**src/rtl/mem_sequencer.sv**
```systemverilog
// mem_sequencer: instruction-driven initiator for the register/stack memory.
// Each instruction takes three clocks: FETCH (drive ROM address from the
// memory's PC), DECODE (capture the program word and register the control
// strobes), EXEC (strobes visible to the memory for exactly one clock).
// Optional feature macro: MEM_SEQUENCER_SINGLE_STEP_EN -- when defined, FETCH
// only advances on a cycle where step=1; otherwise step is ignored.
module mem_sequencer #(
    parameter int unsigned INSTR_W = 17,
    parameter int unsigned CNT_W   = 8
) (
    input  logic               clk,
    input  logic               rst,
    input  logic [7:0]         pc_in,
    input  logic [INSTR_W-1:0] instr,
    input  logic               ceenz,
    input  logic               step,
    output logic [7:0]         rom_addr,
    output logic [4:0]         mem_addr,
    output logic               wr_en,
    output logic [1:0]         csrc,
    output logic [1:0]         cpc,
    output logic               call,
    output logic               ret,
    output logic               push,
    output logic               pop,
    output logic [7:0]         literal,
    output logic               halted,
    output logic [CNT_W-1:0]   retired,
    output logic               ceenz_o
);

    typedef enum logic [1:0] {
        StFetch,
        StDecode,
        StExec,
        StHalt
    } state_e;

    localparam logic [3:0] OpNop  = 4'h0;
    localparam logic [3:0] OpMovl = 4'h1;
    localparam logic [3:0] OpLd   = 4'h2;
    localparam logic [3:0] OpAmba = 4'h3;
    localparam logic [3:0] OpCee  = 4'h4;
    localparam logic [3:0] OpSkip = 4'h5;
    localparam logic [3:0] OpCall = 4'h6;
    localparam logic [3:0] OpRet  = 4'h7;
    localparam logic [3:0] OpPush = 4'h8;
    localparam logic [3:0] OpPop  = 4'h9;
    localparam logic [3:0] OpHalt = 4'hF;

    localparam logic [CNT_W-1:0] RetiredMax = {CNT_W{1'b1}};

    state_e             state_q, state_d;
    logic [INSTR_W-1:0] ir_q, ir_d;
    logic [7:0]         rom_addr_q, rom_addr_d;
    logic               ceenz_o_q, ceenz_o_d;
    logic [CNT_W-1:0]   retired_q, retired_d;
    logic               wr_en_q, wr_en_d;
    logic [1:0]         csrc_q, csrc_d;
    logic [1:0]         cpc_q, cpc_d;
    logic               call_q, call_d;
    logic               ret_q, ret_d;
    logic               push_q, push_d;
    logic               pop_q, pop_d;

    logic [3:0] instr_op;
    logic [3:0] ir_op;

    assign instr_op = instr[INSTR_W-1 -: 4];
    assign ir_op    = ir_q[INSTR_W-1 -: 4];

    // Next-state and registered-control decode; strobes default low so they
    // are only ever high during the single EXEC cycle.
    always_comb begin
        state_d    = state_q;
        ir_d       = ir_q;
        rom_addr_d = rom_addr_q;
        ceenz_o_d  = ceenz_o_q;
        retired_d  = retired_q;
        wr_en_d    = 1'b0;
        csrc_d     = 2'b00;
        cpc_d      = 2'd0;
        call_d     = 1'b0;
        ret_d      = 1'b0;
        push_d     = 1'b0;
        pop_d      = 1'b0;

        case (state_q)
            StFetch: begin
`ifdef MEM_SEQUENCER_SINGLE_STEP_EN
                if (step) begin
                    state_d    = StDecode;
                    rom_addr_d = pc_in;
                end
`else
                state_d    = StDecode;
                rom_addr_d = pc_in;
`endif
            end
            StDecode: begin
                state_d   = StExec;
                ir_d      = instr;
                ceenz_o_d = ceenz;
                if (instr_op != OpHalt) begin
                    wr_en_d = 1'b1;
                    cpc_d   = 2'd1;
                    if (retired_q != RetiredMax) begin
                        retired_d = retired_q + 1'b1;
                    end
                    case (instr_op)
                        OpMovl: csrc_d = 2'b01;
                        OpLd:   csrc_d = 2'b00;
                        OpAmba: csrc_d = 2'b10;
                        OpCee:  csrc_d = 2'b11;
                        OpSkip: cpc_d  = 2'd2;
                        OpCall: begin
                            csrc_d = 2'b01;
                            cpc_d  = 2'd0;
                            call_d = 1'b1;
                        end
                        OpRet: begin
                            cpc_d = 2'd0;
                            ret_d = 1'b1;
                        end
                        OpPush:  push_d = 1'b1;
                        OpPop:   pop_d  = 1'b1;
                        OpNop:   csrc_d = 2'b00;
                        default: csrc_d = 2'b00;
                    endcase
                end
            end
            StExec: begin
                state_d = (ir_op == OpHalt) ? StHalt : StFetch;
            end
            StHalt: begin
                state_d = StHalt;
            end
            default: begin
                state_d = StFetch;
            end
        endcase
    end

    // All sequencer state; async reset also drops any in-flight EXEC strobes.
    always_ff @(posedge clk or negedge rst) begin
        if (!rst) begin
            state_q    <= StFetch;
            ir_q       <= '0;
            rom_addr_q <= '0;
            ceenz_o_q  <= 1'b0;
            retired_q  <= '0;
            wr_en_q    <= 1'b0;
            csrc_q     <= 2'b00;
            cpc_q      <= 2'd0;
            call_q     <= 1'b0;
            ret_q      <= 1'b0;
            push_q     <= 1'b0;
            pop_q      <= 1'b0;
        end else begin
            state_q    <= state_d;
            ir_q       <= ir_d;
            rom_addr_q <= rom_addr_d;
            ceenz_o_q  <= ceenz_o_d;
            retired_q  <= retired_d;
            wr_en_q    <= wr_en_d;
            csrc_q     <= csrc_d;
            cpc_q      <= cpc_d;
            call_q     <= call_d;
            ret_q      <= ret_d;
            push_q     <= push_d;
            pop_q      <= pop_d;
        end
    end

    // Operand fields are views of the instruction register.
    assign mem_addr = ir_q[12:8];
    assign literal  = ir_q[7:0];
    assign rom_addr = rom_addr_q;
    assign ceenz_o  = ceenz_o_q;
    assign retired  = retired_q;
    assign wr_en    = wr_en_q;
    assign csrc     = csrc_q;
    assign cpc      = cpc_q;
    assign call     = call_q;
    assign ret      = ret_q;
    assign push     = push_q;
    assign pop      = pop_q;
    assign halted   = (state_q == StHalt);

endmodule

```
**config.mk**
```make
export PLATFORM = sky130hd
export DESIGN_NAME = mem_sequencer
export DESIGN_NICKNAME = d
export VERILOG_FILES = /design/src/rtl/mem_sequencer.sv
export SDC_FILE = /design/constraint.sdc
export NUM_CORES = 1
export LEC_CHECK = 0
export ABC_CLOCK_PERIOD_IN_PS = 2700
export CORE_MARGIN = 2
export CORE_UTILIZATION = 45
export DETAILED_ROUTE_END_ITERATION = 10
export PLACE_DENSITY = 0.88
export SYNTH_ARGS = -nofsm -noshare
export SYNTH_HDL_FRONTEND = slang
export SYNTH_SLANG_ARGS = --single-unit
export TNS_END_PERCENT = 30
```
**constraint.sdc**
```tcl
create_clock -name clk -period 2.7 [get_ports clk]
set_clock_uncertainty 0.1 [all_clocks]
set_input_delay 0.54 -clock clk [delete_from_list [all_inputs] [get_ports clk]]
set_output_delay 0.54 -clock clk [all_outputs]
set_load 0.02 [all_outputs]
```
# Word-level counts from Yosys, hierarchy flattened
# Index checks and enable logic that the tools add are counted.
# word_totals
elab_cells	53
romBits	0
output_inout_bits	40
latchBits	0
ram_bits	0
in_bits	29
memories	0
ff_bits	45
# op_classes
mul	0
n_addsub	1
n_bitwise	0
n_reduce_logical	4
order_cmp	0
muxes	22
n_shift	0
div_mod_pow	0
n_eq_ne	14
# ops
cell	count
4-bit by 3-bit == test with 1-bit output (second input constant)	4
1-bit two-way mux	14
4-bit == test (second input constant)	3
2-bit two-way mux	5
8-bit by 1-bit adder with 8-bit output (second input constant)	1
8-bit inequality test (second input constant)	1
2-bit case mux with 4 select lines	1
2-bit case mux with 3 select lines	1
2-bit == test (second input constant)	2
4-bit by 1-bit == test with 1-bit output (second input constant)	1
4-bit by 2-bit == test with 1-bit output (second input constant)	1
4-bit inequality test (second input constant)	1
2-bit case mux with 2 select lines	1
2-bit OR reduction	2
3-bit AND reduction	1
2-bit by 1-bit == test with 1-bit output (second input constant)	1
2-bit zero test	1

# Logic depth before layout (Yosys ltp)
# Gate-level depths: netlist of run 1.
# logic_depth
depth_word	5
mapped_depth	5
depth_no_buf	4

# Least setup slack after synthesis of run 1
# No wires, ideal clock.
# synth_path
kind	input port to flip-flop
start	input instr[13]
end	register retired_q[5], in the netlist retired[5]
setup_ns	0.125
cell_stages	5
setup_slack_ns	0.982
t_required_ns	2.475
arrival_ns	1.493
path_buffers	1
path_cell_list	buf_2 and4_4 nor3_4 nand3_2 mux2_4
# synth_between
elab_chain_cells	2
# synth_lines
element	line_no	source
from (decl)	14	input logic [INSTR_W-1:0] instr,
4-bit inequality test	104	if (instr_op != OpHalt) begin
3-bit AND reduction (no line)	--	
to (signal assigned)	164	retired_q <= retired_d;
to (decl)	57	logic [CNT_W-1:0] retired_q, retired_d;
# Every way passes these cells.
# A chain may end at the register's enable or synchronous reset.

# Final worst setup path of run 1
# layout_path
start	register state_q[0]
end	output halted
# layout_between
elab_chain_cells	1
# layout_lines
element	line_no	source
from (decl)	53	state_e state_q, state_d;
from (signal assigned)	147	state_q <= StFetch;
from (signal assigned)	160	state_q <= state_d;
2-bit == test	188	assign halted = (state_q == StHalt);
to (decl)	27	output logic halted,
# Every way passes these cells.

==> results of run 1 <==
-- kinds of logic after synthesis --
kind of cell | after synthesis
compound gates | 10
xor+xnor | 1
fa+ha+maj | 1
buf+inv | 21
flops | 45
mux | 13
simple gates | 92
-- Yosys cell counts (2+ instances only) --
cell                       count
sky130_fd_sc_hd__nand2b_1      3
sky130_fd_sc_hd__a31oi_1       2
sky130_fd_sc_hd__dfrtp_1      45
sky130_fd_sc_hd__nor2_1        6
sky130_fd_sc_hd__nor2b_1       3
sky130_fd_sc_hd__nand2_1      57
sky130_fd_sc_hd__buf_2         2
sky130_fd_sc_hd__nand4_1       5
sky130_fd_sc_hd__buf_4        13
sky130_fd_sc_hd__a21oi_1       4
sky130_fd_sc_hd__clkbuf_1      2
sky130_fd_sc_hd__nand3_1       3
sky130_fd_sc_hd__mux2_4        2
sky130_fd_sc_hd__o21a_1        2
sky130_fd_sc_hd__nor3_1        5
sky130_fd_sc_hd__mux2_2       10
-- registers in the layout, summed over array words and instances (netlist names) --
register  count
retired       8
ret           1
cpc           2
wr_en         1
state_q       2
call          1
push          1
ir_q         17
pop           1
rom_addr      8
csrc          2
ceenz_o       1
-- through the flow --
step                      utilization  hold slack [ps]  cells  power (W)
after floorplan                     -            144.4    183   0.002111
after global placement         0.6274            356.4    284   0.002611
after detailed placement       0.6274            361.2    284   0.002656
after CTS                      0.6485            336.9    291   0.003060
after global routing           0.6485            386.1    291   0.003239
final                          0.6485            301.9    291   0.003028
-- final timing paths --
| path | cells after the start | slack, ps | end | startpoint |
|---|---|---|---|---|
| worst max-delay path | 2 | 610 | halted | state_q[0] |
| worst min-delay path | 1 | 300 | ir_q[6] | rst |
| worst max register to register | 4 | 1090 | retired[5] | state_q[1] |
| worst min register to register | 2 | 380 | ir_q[2] | ir_q[2] |
| max in group asynchronous | 1 | 1590 | ir_q[13] | rst |
| min in group clk | 2 | 380 | ir_q[2] | ir_q[2] |
-- critical path: cells and delay by family, from the launching register on --
| family | cells | cell delay (ps) |
|---|---|---|
| simple gates | 1 | 140 |
| buf+inv | 1 | 610 |
| flops | 1 | 420 |
-- where the power goes --
part	total, W	switching, W	internal [W]
registers	0.00115	0.000192	0.000954
clock network	0.000404	0.000201	0.000203
logic	0.00148	0.000751	0.000727
total	0.00303	0.00114	0.00188
-- final cells by class --
class / count / area [sq um]
Clock buffer: 7 / 86.33
Fill cell: 361 / 1436
Inverter: 1 / 3.754
Multi-Input combinational cell: 117 / 675.6
Sequential cell: 45 / 1126
Tap cell: 50 / 62.56
Timing Repair Buffer: 71 / 695.7
-- layer usage --
layer  share of wire  up-vias  wire, microns  track usage
met4          0.0062        0             23      0.05128
met3           0.062        2            229      0.05233
li1                -      702              -            -
met2            0.49       47           1806       0.2575
met1            0.45      674           1657       0.2197
met5               0        -              0            0
==> implementation parameters, run 1 <==
Parameter                              Value

Status
  Run status ... finished clean

Synthesis
  Share of the synthesized netlist area taken by xor and xnor gates ... 0.004513
  Combinational family with the most area after synthesis ... simple AND/OR/NAND/NOR gates
  Syn Std Cell Area ... just under 2000 sq um
  Warning count from the yosys run ... 0
  Register bit count reported by yosys ... 45
  Compound-Gate Fraction of Synth Area ... 0.03224
  Post-Synth Simple-Gate Area ... 0.2263
  Gate count after technology mapping ... 183
  Fraction of synthesized area in multiplexers ... 0.07866
  Seq/Total Area, Yosys ... 0.5803
  Post-synthesis share of cell area spent on full adders, half adders and majority gates ... 0.006447
  Avg Synthesized Cell Area ... 10.60 sq um
  Most area-hungry cell type in the Yosys netlist ... sky130_fd_sc_hd__dfrtp_1
  Top-area cell type share of the netlist area ... 0.5803
  Synth Net Count ... 213
  Cell variety after synth ... 35
  Number of enable-type register cells in the synthesized netlist ... 0
  Biggest area contributors in the synthesized netlist ... sky130_fd_sc_hd__dfrtp_1 (58%), sky130_fd_sc_hd__nand2_1 (11%), sky130_fd_sc_hd__mux2_2 (5.8%), sky130_fd_sc_hd__buf_4 (5.0%), sky130_fd_sc_hd__nand4_1 (1.6%)
  Fraction of registers with async set or reset after synthesis ... 1.000
  Top FF cell, synth ... sky130_fd_sc_hd__dfrtp_1

Drt
  DRC marker count from the first detailed-route iteration ... 66
  Final routed wirelength across all metal layers ... about 3.7 mm
  Detailed-router iteration count before antenna repair ... 4
  Number of vias per cell after detailed routing ... 4.897
  Drt drc ... 0
  DR WL/cell ... 12.78 microns
  Total via count in the routed design ... 1425
  Number of routed nets with antenna violations ... 0

Finish
  Antenna cell count ... 0
  Leading cell type in the layout, fill and taps excluded ... sky130_fd_sc_hd__clkdlybuf4s50_1
  Post-route standard cell area excluding fillers ... 2650 sq um
  Fraction of final layout cells sized beyond drive strength 1 ... 0.1162
  Relative area change from synthesis to final layout ... 36.56%
  Commonest cells after routing, fill and taps aside ... sky130_fd_sc_hd__clkdlybuf4s50_1 (66), sky130_fd_sc_hd__nand2_1 (57), sky130_fd_sc_hd__dfrtp_1 (45)
  # nets final ... 271

Clock network
  PostCTS Resize Cnt ... 0
  Clock net sink count ... 45
  Clock-pin slew on the worst setup and hold paths ... 80 ps
  Buffer cell driving the clock tree root ... sky130_fd_sc_hd__clkbuf_8
  Buffers from clock root to sink, at most ... 2
  Insertion delay of the later-clocked pin in the worst-skew pair ... 280 ps
  Total clock buffers created by CTS ... 5
  Clock tree from TritonCTS ... yes
  CTS H-Tree Depth ... 2
  Number of buffers inserted for hold repair after clock tree synthesis ... 0
  Number of buffers inserted by post-CTS setup repair ... 0

Floorplanning
  Number of primary I/O pins ... 69
  Y dimension of the die ... 69.67 microns
  Placeable core area ... 4086 sq um
  Initial core utilization ... 0.4749
  Number of placement rows ... 23
  Area enclosed by the die boundary ... 4854 sq um
  Overall die width ... between 60 and 70 microns

Global routing
  All-layer global routing usage ... 0.1644
  Pin count of the biggest net entering global routing ... 46
  Global-route wire length before repair ... approximately 6.4 mm
  Antenna violations before repair ... 0
  Gr ovfl total ... 0
  Via count of the first global-routing pass ... 1343

Setup path
  Worst Setup End Kind ... output pin
  CP Class ... register to output pin
  Peak fanout along the critical path ... 6
  Required time reported for the critical path endpoint ... 2060 ps
  CP Cell Sequence ... and2_1, clkdlybuf4s50_1
  Startpoint type of the worst setup path ... register
  Critical Path Max Stage Delay ... a little over 600 ps
  Slowest cell on the critical path ... sky130_fd_sc_hd__clkdlybuf4s50_1
  Arrival time reported for the critical path endpoint ... between 1000 and 1500 ps

Timing
  Max-slew headroom ... 0.3601
  Final slew viol count ... 0
  Final hold violation count ... 0
  RSZ-0062 raised after global routing ... no
  Setup Viol. Count Final ... 0
  Final critical-path required period ... ~2100 ps
  Final worst path period share ... 0.7752
  Worst-case setup margin in the final layout ... ~610 ps
  Worst Max-Slew Pin Slew ... 959.8 ps
  Aggregate negative setup slack ... 0 ps
  Maximum clock frequency ... between 400 and 500 MHz

Place
  Input/output buffers ... between 60 and 70
  Final weighted congestion of routability-driven global placement ... 0.7646
  Placement-stage cell area ... 2564 sq um
  Half-perimeter wire length of the detailed placement result ... roughly 2.6 mm
  Pre-CTS setup slack ... 473.8 ps

Pwr
  Pwr Density ... 1143 nW/um^2
  Total leakage power ... 1.193 nW
  Worst IR drop on VDD ... roughly 0.55 mV

Hold path
  HP Class ... input pin to asynchronous set/reset pin

Job
  Max-cap violations ... 0
Note: power is estimated with default switching activity, not from simulation.
==> run 2, diff against run 1 <==
--- a/config.mk
+++ b/config.mk
@@ -5,11 +5,11 @@
 export SDC_FILE = /design/constraint.sdc
 export NUM_CORES = 1
 export LEC_CHECK = 0
-export ABC_CLOCK_PERIOD_IN_PS = 2700
+export ABC_CLOCK_PERIOD_IN_PS = 1900
 export CORE_MARGIN = 2
-export CORE_UTILIZATION = 45
+export CORE_UTILIZATION = 40
 export DETAILED_ROUTE_END_ITERATION = 10
-export PLACE_DENSITY = 0.88
+export PLACE_DENSITY = 0.83
 export SYNTH_ARGS = -nofsm -noshare
 export SYNTH_HDL_FRONTEND = slang
 export SYNTH_SLANG_ARGS = --single-unit
==> constraint.sdc (replaced) <==
create_clock -name clk -period 1.9 [get_ports clk]
set_clock_uncertainty 0.1 [all_clocks]
set_input_delay 0.38 -clock clk [delete_from_list [all_inputs] [get_ports clk]]
set_output_delay 0.38 -clock clk [all_outputs]
set_load 0.02 [all_outputs]
==> run 2 against run 1 <==
  * Worst setup slack worse by 530 ps
  * Hold slack better by 72 ps
  * Clock power up 41%
  * Count of clock-buffer cells in the layout unchanged
  * Total power up 42%
  * Final cell count up 4.1%
  * Design area up 2.6%
  * Die area up 12%
  * Critical endpoint is now retired[0]
==> implementation parameters, run 2 (synthesis gave the netlist of run 1 again) <==
Parameter                              Value

Timing
  Final critical-path required period ... ~1800 ps
  Maximum clock frequency ... 547.9 MHz
  Final worst path period share ... 0.9606
  Final hold violation count ... 0
  Worst-case setup margin in the final layout ... ~75 ps
  Worst Max-Slew Pin Slew ... ~470 ps
  Max-slew headroom ... 0.6852
  Setup Viol. Count Final ... 0
  Final slew viol count ... 0
  RSZ-0062 raised after global routing ... no

Job
  Max-cap violations ... 0

Floorplanning
  Number of placement rows ... 25
  Initial core utilization ... 0.4136
  Overall die width ... 73.65 microns
  Area enclosed by the die boundary ... ~5400 sq um
  Y dimension of the die ... 73.65 microns
  Number of primary I/O pins ... 69
  Placeable core area ... 4692 sq um

Drt
  Number of routed nets with antenna violations ... 0
  Final routed wirelength across all metal layers ... 3.850 mm
  Detailed-routed wire length on met3 ... 238 microns
  Drt drc ... 0
  Uppermost routed layer ... met4
  Length of routed wiring on met1 ... between 1.5 and 2 mm
  DR WL/cell ... 12.71 microns
  Number of vias per cell after detailed routing ... 4.795
  Routed met2 length ... 1.836 mm
  DRC marker count from the first detailed-route iteration ... 29
  Detailed-router iteration count before antenna repair ... 4
  Total via count in the routed design ... 1453

Setup path
  RR Startpoint ... state_q[1]
  Depth of the worst register-to-register path ... 4
  CP Buf/Inv Count ... 1
  Required time reported for the critical path endpoint ... 1420 ps
  Worst Setup End Kind ... output pin
  Arrival time reported for the critical path endpoint ... 1350 ps
  Peak fanout along the critical path ... 4
  Startpoint type of the worst setup path ... register
  Cell class contributing the biggest share of worst-path delay ... buffers and inverters
  Slowest cell on the critical path ... sky130_fd_sc_hd__clkdlybuf4s50_1
  End of the worst register-to-register path ... retired[1]
  Critical Path Max Stage Delay ... 630 ps
  CP Class ... register to output pin
  Reg2Reg Setup Slack ... 270 ps
  CP Cell Sequence ... clkdlybuf4s50_1

Place
  Half-perimeter wire length of the detailed placement result ... 2.749 mm
  Input/output buffers ... 67
  Pre-CTS setup slack ... -1.827 ps
  Final weighted congestion of routability-driven global placement ... between 0.8 and 0.9

Pwr
  Clock network power share ... 0.133
  Switching power total ... 0.001649 W
  Part of the total power dissipated in combinational logic ... 0.487
  Fraction of power spent switching nets ... 0.3838
  Worst IR drop on VDD ... 0.7112 mV
  Pwr Density ... 1580 nW/um^2
  Sequential cell fraction of total power ... 0.380
  Design internal power ... 0.002648 W
  Total leakage power ... 1.263 nW

Clock network
  Insertion delay of the later-clocked pin in the worst-skew pair ... 290 ps
  Buffer cell driving the clock tree root ... sky130_fd_sc_hd__clkbuf_8
  Clock net sink count ... 45
  Clock-pin slew on the worst setup and hold paths ... 70 ps
  CTS H-Tree Depth ... 2
  Clock tree from TritonCTS ... yes
  Buffers from clock root to sink, at most ... 2
  Total clock buffers created by CTS ... 5
  Number of buffers inserted by post-CTS setup repair ... 0

Finish
  Post-layout utilization of the core ... 0.5797
  Fraction of final layout cells sized beyond drive strength 1 ... 0.1365
  # nets final ... 278
  Antenna cell count ... 0
  Max FFs per register ... 17
  Filler Cells Inserted ... 436
  Largest reg by FF count ... ir_q
  Leading cell type in the layout, fill and taps excluded ... sky130_fd_sc_hd__clkdlybuf4s50_1
  Relative area change from synthesis to final layout ... 40.17%
  Commonest cells after routing, fill and taps aside ... sky130_fd_sc_hd__clkdlybuf4s50_1 (60), sky130_fd_sc_hd__nand2_1 (57), sky130_fd_sc_hd__dfrtp_1 (45)

Global routing
  Antenna violations before repair ... 0
  All-layer global routing usage ... 0.1532
  Gr ovfl total ... 0
  Global-route wire length before repair ... 6.244 mm
  Pin count of the biggest net entering global routing ... 26
  Via count of the first global-routing pass ... ~1.3k

Hold path
  Hold path startpoint ... ir_q[5]
  Count of cells along the worst hold path ... 2
  WHS Endpoint ... ir_q[5]
  HP Class ... register to register

Status
  Run status ... finished clean
[run 2: power groups by stage]
| stage | Clock, W | Sequential [W] | Combinational [W] |
|---|---|---|---|
| final | 0.000569 | 0.00163 | 0.00209 |
| after global routing | 0.000635 | 0.00169 | 0.00230 |
| after CTS | 0.000596 | 0.00164 | 0.00213 |
| after detailed placement | 0 | 0.00165 | 0.00215 |
| after global placement | 0 | 0.00163 | 0.00210 |
| after floorplan | 0 | 0.00184 | 0.00116 |
[run 2: worst max path at each step]
stage | cells after the start | to | slack [ps] | startpoint
6_report | 1 | retired[0] | 70 | retired[0]
5_1_grt | 1 | retired[5] | 0.2 | retired[5]
4_1_cts | 1 | retired[4] | 30 | retired[4]
3_5_place_dp | 5 | retired[1] | -2 | instr[16]
3_3_place_gp | 5 | retired[1] | 30 | instr[16]
2_1_floorplan | 4 | retired[1] | 300 | retired[3]
[run 2: stage by stage]
step / cell area, sq um / TNS, ps / hold WS, ps / std cells / total power, W
after global placement: 2626 / 0 / 259.6 / 294 / 0.003736
final: 2720 / 0 / 374.2 / 303 / 0.004297
after detailed placement: 2626 / -1.827 / 268.5 / 294 / 0.003798
after global routing: 2720 / 0 / 394.6 / 303 / 0.004621
after floorplan: 1941 / 0 / -15.59 / 183 / 0.003000
after CTS: 2715 / 0 / 381.4 / 303 / 0.004360
[run 2: routing by layer]
metal  vias up  GRT usage
met3         4    0.04664
met2        47     0.2470
met5         -          0
met1       685     0.1977
met4         0    0.04848
li1        717          -
[run 2: cell type report]
| type | instances | area, sq um | share of cell area |
|---|---|---|---|
| sequential | 45 | 1126 | 0.4140 |
| timing repair buffer | 78 | 763.2 | 0.2806 |
| multi-input combinational | 117 | 675.6 | 0.2484 |
| clock buffer | 7 | 76.32 | 0.02806 |
| tap | 54 | 67.56 | 0.02484 |
| clock inverter | 1 | 7.507 | 0.002760 |
| inverter | 1 | 3.754 | 0.001380 |
[run 2: repair_timing]
action                     4_1_cts  5_1_grt
hold buffers                     1        0
setup endpoints to repair        4        2
gates resized for setup          4        2
gates cloned                     0        0
hold endpoints to repair        20        0
